[config.mk]
export PLATFORM = sky130hd
export DESIGN_NAME = fft_bin_serializer
export DESIGN_NICKNAME = d
export VERILOG_FILES = /design/src/rtl/fft_bin_serializer.sv
export SDC_FILE = /design/constraint.sdc
export NUM_CORES = 2
export LEC_CHECK = 0
export BUFFER_PORTS_ARGS = -buffer_cell sky130_fd_sc_hd__buf_2
export CAP_MARGIN = 10
export CORE_ASPECT_RATIO = 1.5
export CORE_MARGIN = 3
export CORE_UTILIZATION = 35
export DETAILED_ROUTE_END_ITERATION = 16
export HOLD_SLACK_MARGIN = 0.03
export MAX_ROUTING_LAYER = met4
export PLACE_DENSITY = 0.52
export SYNTH_ARGS = -nofsm -noshare
export SYNTH_HDL_FRONTEND = slang
export SYNTH_SLANG_ARGS = --single-unit
[constraint.sdc]
create_clock -name clk -period 2 [get_ports clk]
set_input_delay 0.1 -clock clk [delete_from_list [all_inputs] [get_ports clk]]
set_output_delay 0.1 -clock clk [all_outputs]
set_load 0.01 [all_outputs]
[src/rtl/fft_bin_serializer.sv]
// fft_bin_serializer: double-buffers 16-bin FFT frames and streams them one bin per valid/ready beat
module fft_bin_serializer #(
  parameter int DW = 32,
  parameter bit BITREV = 0
) (
  input  logic          clk,
  input  logic          rst,
  input  logic          fft_valid,
  input  logic [DW-1:0] fft_d0,
  input  logic [DW-1:0] fft_d1,
  input  logic [DW-1:0] fft_d2,
  input  logic [DW-1:0] fft_d3,
  input  logic [DW-1:0] fft_d4,
  input  logic [DW-1:0] fft_d5,
  input  logic [DW-1:0] fft_d6,
  input  logic [DW-1:0] fft_d7,
  input  logic [DW-1:0] fft_d8,
  input  logic [DW-1:0] fft_d9,
  input  logic [DW-1:0] fft_d10,
  input  logic [DW-1:0] fft_d11,
  input  logic [DW-1:0] fft_d12,
  input  logic [DW-1:0] fft_d13,
  input  logic [DW-1:0] fft_d14,
  input  logic [DW-1:0] fft_d15,
  input  logic          out_ready,
  output logic          out_valid,
  output logic [DW-1:0] out_d,
  output logic [3:0]    out_idx,
  output logic          out_last,
  output logic          busy,
  output logic          drop
);
  logic [DW-1:0] din [16];
  logic [DW-1:0] bank_q [2][16];
  logic [DW-1:0] bank_d [2][16];
  logic [1:0] full_q, full_d;
  logic wb_q, wb_d, rb_q, rb_d, drop_q, drop_d;
  logic [3:0] cnt_q, cnt_d;
  logic cap, xfer;
  assign din = '{fft_d0, fft_d1, fft_d2, fft_d3, fft_d4, fft_d5, fft_d6, fft_d7,
                 fft_d8, fft_d9, fft_d10, fft_d11, fft_d12, fft_d13, fft_d14, fft_d15};
  assign out_valid = full_q[rb_q];
  assign out_idx = BITREV ? {cnt_q[0], cnt_q[1], cnt_q[2], cnt_q[3]} : cnt_q;
  assign out_d = bank_q[rb_q][out_idx];
  assign out_last = out_valid && cnt_q == 4'd15;
  assign busy = |full_q;
  assign drop = drop_q;
  // capture needs full[wb]=0 and retire needs full[rb]=1, so they never target the same bank
  always_comb begin
    cap = fft_valid && !full_q[wb_q];
    xfer = out_valid && out_ready;
    bank_d = bank_q;
    full_d = full_q;
    wb_d = wb_q;
    rb_d = rb_q;
    cnt_d = xfer ? cnt_q + 4'd1 : cnt_q;
    drop_d = fft_valid && full_q[wb_q];
    if (cap) begin
      bank_d[wb_q] = din;
      full_d[wb_q] = 1'b1;
      wb_d = ~wb_q;
    end
    if (xfer && cnt_q == 4'd15) begin
      full_d[rb_q] = 1'b0;
      rb_d = ~rb_q;
    end
  end
  always_ff @(posedge clk or negedge rst) begin
    if (!rst) begin
      bank_q <= '{default: '0};
      full_q <= '0;
      wb_q <= 1'b0;
      rb_q <= 1'b0;
      cnt_q <= '0;
      drop_q <= 1'b0;
    end else begin
      bank_q <= bank_d;
      full_q <= full_d;
      wb_q <= wb_d;
      rb_q <= rb_d;
      cnt_q <= cnt_d;
      drop_q <= drop_d;
    end
  end
endmodule

Word-level counts from Yosys, hierarchy flattened
Cells that the tools add are included.
W data, S select, Z words.
{ "word_totals": {"input_bits": 516, "elab_cells": 84, "regBits": 1033} }
{ "op_classes": {"eq_ne": 1, "bitwise": 8, "n_mux": 19, "n_reduce_logical": 10, "addsub": 1, "n_lt_le_gt_ge": 8} }
{ "ops": {"columns": ["operator", "count"], "rows": [
  ["$mux W512", 4],
  ["$bwmux W1024", 1],
  ["$demux W512 S1", 1],
  ["$bmux W32 S4", 1],
  ["$mux W32", 2],
  ["$logic_and A1 B1 Y1", 8],
  ["$mux W1", 6],
  ["$ge A5 B5 Y1 const B", 1],
  ["$not A4 Y5", 1],
  ["$add A4 B1 Y4 const B", 1],
  ["$eq A4 B4 Y1 const B", 1],
  ["$ge A2 B2 Y1 const B", 2],
  ["$lt A1 B2 Y1 const B", 2],
  ["$mux W2", 2],
  ["$not A1 Y2", 2],
  ["$and A2 B2 Y2", 1],
  ["$demux W1 S1", 2],
  ["$ge A1 B1 Y1 const B", 2],
  ["$lt A2 B1 Y1 const B", 1],
  ["$not A1 Y1", 2],
  ["$not A2 Y2", 1],
  ["$or A2 B2 Y2", 1],
  ["$reduce_or A2 Y1", 1],
  ["$logic_not A1 Y1", 1]
]} }

Longest topological paths before layout
{ "logic_depth": {"depth_word": 8, "ltp_mapped": 8} }

Worst setup path after synthesis
No wires, ideal clock.
{ "synth_timing": {"path_type": "flip-flop to output port", "startpoint": "register cnt_q[0] (netlist: out_idx[0])", "endpoint": "output out_d[10]", "stages_incl_launch_ff": 9, "path_buffers": 4, "arrival_ps": 1565, "setup_slack_ps": 335, "cell_sequence": "dfrtp_1 buf_4 buf_6 buf_6 buf_4 mux2i_1 nand2_1 a31oi_1 nand3_1"} }
{ "synth_via": {"elab_chain_len": 4} }
{ "synth_lines": {"columns": ["element", "line_no", "source"], "rows": [
  ["start: declaration", "38", "logic [3:0] cnt_q, cnt_d;"],
  ["start signal: assignment", "81", "cnt_q <= cnt_d;"],
  ["$not A4 Y5 (not written as such)", "44", "assign out_d = bank_q[rb_q][out_idx];"],
  ["$bmux W32 S4", "44", null],
  ["$mux W32 (not written as such) (2 in series)", "44", null],
  ["end: declaration", "27", "output logic [DW-1:0] out_d,"]
]} }
No other way between the ends. The select of a mux whose other input is x is not followed.

Worst setup path in the final report
{ "layout_timing": {"startpoint": "register cnt_q[0] (netlist: out_idx[0])", "endpoint": "output out_d[13]"} }
The elaborated chain is that of the path after synthesis.

==> impl_metrics.tcl <==
set metrics [dict create \
    max-cap-violations 0 \
    grt_antenna_before_repair 53 \
    yosysUniqueCellTypes 32 \
    post-route-util 0.493 \
    share_comb_of_total_power 0.471 \
    synthesis.yosys.warnings 0 \
    worst_clock_skew_ps 27.0 \
    setup.worst_path.start_class "flip-flop" \
    worstHoldPathType "primary input to flip-flop" \
    failed_checks "setup timing" \
    cellLeakagePower_nw 32.2 \
    power_per_cell_area_nw_per_um2 1660 \
    die-height_um 456 \
    overflow 0 \
    floorplan.initialDensity 0.354 \
    synth.yosys.seq_area_share 0.547 \
    layout_worst_path_cycle_share 1.52 \
    layout-area-overhead-vs-synth_pct 39.3 \
    dominant_combinational_cell_family_by_area_after_synthesis "multiplexers" \
    tightestPinTransition_ps 601 \
    setup-violations-final 33 \
    routed-via-count 37900 \
    fin_nets 6163 \
    final_weighted_congestion_of_routability_driven_global_placement 0.861 \
    detail_route.first_pass.iterations 7 \
    hold_crit_start "fft_d3[29]" \
    status "finished with violations" \
    postLayoutSetupSlackWorst_ps -1050 \
    grt_pass1_wl_um 257000 \
    cts.sink_count 1033 \
    reg2reg_slack_ps 70 \
    critical_path.endpoint_type "output port" \
    cts_made_buffers 107 \
    standard_cell_row_count 164 \
    h-tree-depth 3 \
    hpwlAfterDp_um 121000 \
    post-route-min-period_ps 3050 \
    synth_nets 4924 \
    critical_path_peak_fanout 5 \
    syn-cell-area_um2 47300 \
    critical_path_class "flip-flop to output port" \
    post_synth_xor_area_fraction 0.000556 \
    critical_path_arrival_ps 2950 \
    post_route_cells_drive_above_1_share 0.226 \
    netlist_instances 4407 \
    ios 556 \
    drt.antenna.violating_nets 0 \
    routed_wl_um 172000 \
    core_um2 134000 \
    power.clock.fraction 0.194 \
    ctsRootBufferMaster "sky130_fd_sc_hd__clkbuf_16" \
    hold_violations 0 \
    swShare 0.380 \
    die-area_um2 140000 \
    finalMaxSlewViolations 0 \
    tritoncts_clock_tree "yes" \
    largest_net_degree_at_the_start_of_global_routing 84 \
    synth_fa_ha_area_frac 0.000265 \
    global_route.usage.total 0.251 \
    switching_power_w 0.0415 \
    clk-insertion-delay-late_ps 730 \
    synthSimpleGateAreaFrac 0.144 \
    hold_end "bank_q[925]" \
    power.sequential.fraction 0.335 \
    worst_r2r_startpoint "out_idx[0]" \
    ys_ff_latch 1033 \
    achievable-frequency_ghz 0.328 \
    p_int_w 0.0677 \
    synth_mux_area_frac 0.231 \
    ir_drop_mv 0.854 \
    timing.rr.end "rb_q" \
    syn-mean-instance-area_um2 10.7 \
    worst-endpoint-required_ps 1900 \
    reg2reg_depth 8 \
    vias_per_cell 5.03 \
    grt_pass1_vias 40000 \
    port_buffers 555 \
    max-clock-path-buffers 3 \
    report.power.total_w 0.109 \
    relSlewSlack 0.599 \
    die_x_um 306 \
    rsz0062_at_grt "true" \
    hold_slack_ps 113 \
    worst_hold_path.num_cells 4 \
    clk_transition_reported_paths_ps 60 \
    count_of_unresolved_drc_violations_after_routing 0 \
    synth-compound-area-share 0.0436 \
    drt-initial-drc-count 2505 \
    wire_per_inst_um 22.9 \
]
-- registers in the layout (all words and copies together) (netlist names) --
name     cells
bank_q    1024
out_idx      4
full_q       2
drop         1
rb_q         1
wb_q         1
-- power groups by stage --
stage          Clock (W)  Combinational (W)  Sequential [W]
5_1_grt           0.0225             0.0552          0.0378
3_5_place_dp           0             0.0421          0.0367
2_1_floorplan          0             0.0255          0.0350
4_1_cts           0.0217             0.0485          0.0365
3_3_place_gp           0             0.0416          0.0365
6_report          0.0212             0.0514          0.0366
-- layout by cell type, fill, tap and decap left out, types with 56 or more instances in the layout --
cell type	netlist	routed
sky130_fd_sc_hd__a21oi_1	65	61
sky130_fd_sc_hd__a22o_1	64	56
sky130_fd_sc_hd__a22oi_1	128	109
sky130_fd_sc_hd__buf_12	0	83
sky130_fd_sc_hd__buf_2	156	521
sky130_fd_sc_hd__buf_4	27	175
sky130_fd_sc_hd__buf_6	22	66
sky130_fd_sc_hd__clkbuf_16	0	118
sky130_fd_sc_hd__dfrtp_1	1033	1031
sky130_fd_sc_hd__dlygate4sd3_1	0	538
sky130_fd_sc_hd__mux2_1	459	459
sky130_fd_sc_hd__mux2i_1	513	480
sky130_fd_sc_hd__nand2_1	1607	1606
-- per-stage QoR --
stage / instance area [µm²] / TNS, ps / cells / worst slack [ps]
after floorplan: 47300 / 0 / 4407 / 335
after global placement: 53800 / -16280 / 6681 / -791
after detailed placement: 53800 / -16650 / 6681 / -764
after global routing: 65800 / -33880 / 7523 / -1120
after CTS: 64600 / -35960 / 7453 / -1160
final: 65800 / -31110 / 7527 / -1050
-- how the worst max path moves through the flow --
stage	start	end	slack, ps
after global placement	out_idx[0]	out_d[0]	-790
after global routing	out_idx[0]	out_d[25]	-1120
after detailed placement	out_idx[0]	out_d[0]	-760
final	out_idx[0]	out_d[13]	-1050
after floorplan	out_idx[0]	out_d[10]	340
after CTS	out_idx[0]	out_d[13]	-1160
-- synth_stat cells --
| library cell | n | area share |
|---|---|---|
| sky130_fd_sc_hd__clkbuf_1 | 78 | 0.0062 |
| sky130_fd_sc_hd__o21ai_0 | 1 | 0.00011 |
| sky130_fd_sc_hd__or3b_1 | 1 | 0.00019 |
| sky130_fd_sc_hd__a31oi_1 | 33 | 0.0044 |
| sky130_fd_sc_hd__a21oi_1 | 65 | 0.0069 |
| sky130_fd_sc_hd__buf_1 | 12 | 0.00095 |
| sky130_fd_sc_hd__mux2i_1 | 513 | 0.11 |
| sky130_fd_sc_hd__nor2b_1 | 3 | 0.00040 |
| sky130_fd_sc_hd__or2_2 | 1 | 0.00013 |
| sky130_fd_sc_hd__xnor2_1 | 2 | 0.00037 |
| sky130_fd_sc_hd__nor3b_1 | 1 | 0.00016 |
| sky130_fd_sc_hd__clkbuf_4 | 4 | 0.00064 |
| sky130_fd_sc_hd__and2_1 | 3 | 0.00040 |
| sky130_fd_sc_hd__mux2_2 | 55 | 0.013 |
| sky130_fd_sc_hd__nand3_1 | 97 | 0.010 |
| sky130_fd_sc_hd__nand3b_1 | 1 | 0.00016 |
| sky130_fd_sc_hd__nand4_1 | 1 | 0.00013 |
| sky130_fd_sc_hd__and3_1 | 2 | 0.00026 |
| sky130_fd_sc_hd__mux2_1 | 459 | 0.11 |
| sky130_fd_sc_hd__ha_1 | 1 | 0.00026 |
| sky130_fd_sc_hd__buf_4 | 27 | 0.0043 |
| sky130_fd_sc_hd__or2_1 | 1 | 0.00013 |
| sky130_fd_sc_hd__a22o_1 | 64 | 0.012 |
| sky130_fd_sc_hd__nand2b_1 | 2 | 0.00026 |
| sky130_fd_sc_hd__buf_6 | 22 | 0.0052 |
| sky130_fd_sc_hd__dfrtp_1 | 1033 | 0.55 |
| sky130_fd_sc_hd__nand2_1 | 1607 | 0.13 |
| sky130_fd_sc_hd__a22oi_1 | 128 | 0.020 |
| sky130_fd_sc_hd__nor3_1 | 32 | 0.0034 |
| sky130_fd_sc_hd__buf_2 | 156 | 0.017 |
| sky130_fd_sc_hd__nor2_1 | 1 | 0.000079 |
| sky130_fd_sc_hd__xor2_1 | 1 | 0.00019 |
-- per-layer routing --
| layer | share of wire | track usage | up-vias | wire length (µm) |
|---|---|---|---|---|
| li1 | - | - | 17500 | - |
| met1 | 0.42 | 0.314 | 19200 | 72900 |
| met2 | 0.48 | 0.413 | 999 | 83500 |
| met3 | 0.052 | 0.0382 | 259 | 8910 |
| met4 | 0.041 | 0.0891 | 0 | 7140 |
| met5 | 0 | - | - | 0 |
-- cells by family (layout without fill, tap and decap cells) --
logic type | count (synthesis) | after routing
simple gates | 1753 | 1753
flops | 1033 | 1033
mux | 1027 | 1027
buf+inv | 299 | 1629
compound gates | 291 | 291
xor+xnor | 3 | 3
fa+ha+maj | 1 | 1
other cells | 0 | 47
-- worst max-delay path, stage by stage, from the launching register on --
cell and delay (ps):
sky130_fd_sc_hd__dfrtp_4 530, sky130_fd_sc_hd__buf_12 170, sky130_fd_sc_hd__clkbuf_16 170, sky130_fd_sc_hd__buf_12 140, sky130_fd_sc_hd__mux2i_1 150, sky130_fd_sc_hd__a22o_1 220
sky130_fd_sc_hd__nor3_4 80, sky130_fd_sc_hd__a31oi_4 400, sky130_fd_sc_hd__nand3_2 190, sky130_fd_sc_hd__buf_6 160
-- final cells by class --
type	instances	area [µm²]
Timing Repair Buffer	1429	12800
Clock inverter	39	524
Sequential cell	1033	25900
Fill cell	12000	67800
Antenna cell	47	118
Multi-Input combinational cell	3075	21100
Tap cell	1743	2180
Clock buffer	161	3150
-- what timing repair did --
action                     in CTS  in global routing
hold endpoints to repair     2045                  0
setup endpoints to repair      36                 59
hold buffers                  538                  0
gates resized for setup       216                152
gates cloned                   15                  8
pin swaps                      28                 94
buffers inserted               23                 27
(Power assumes the default switching activity.)
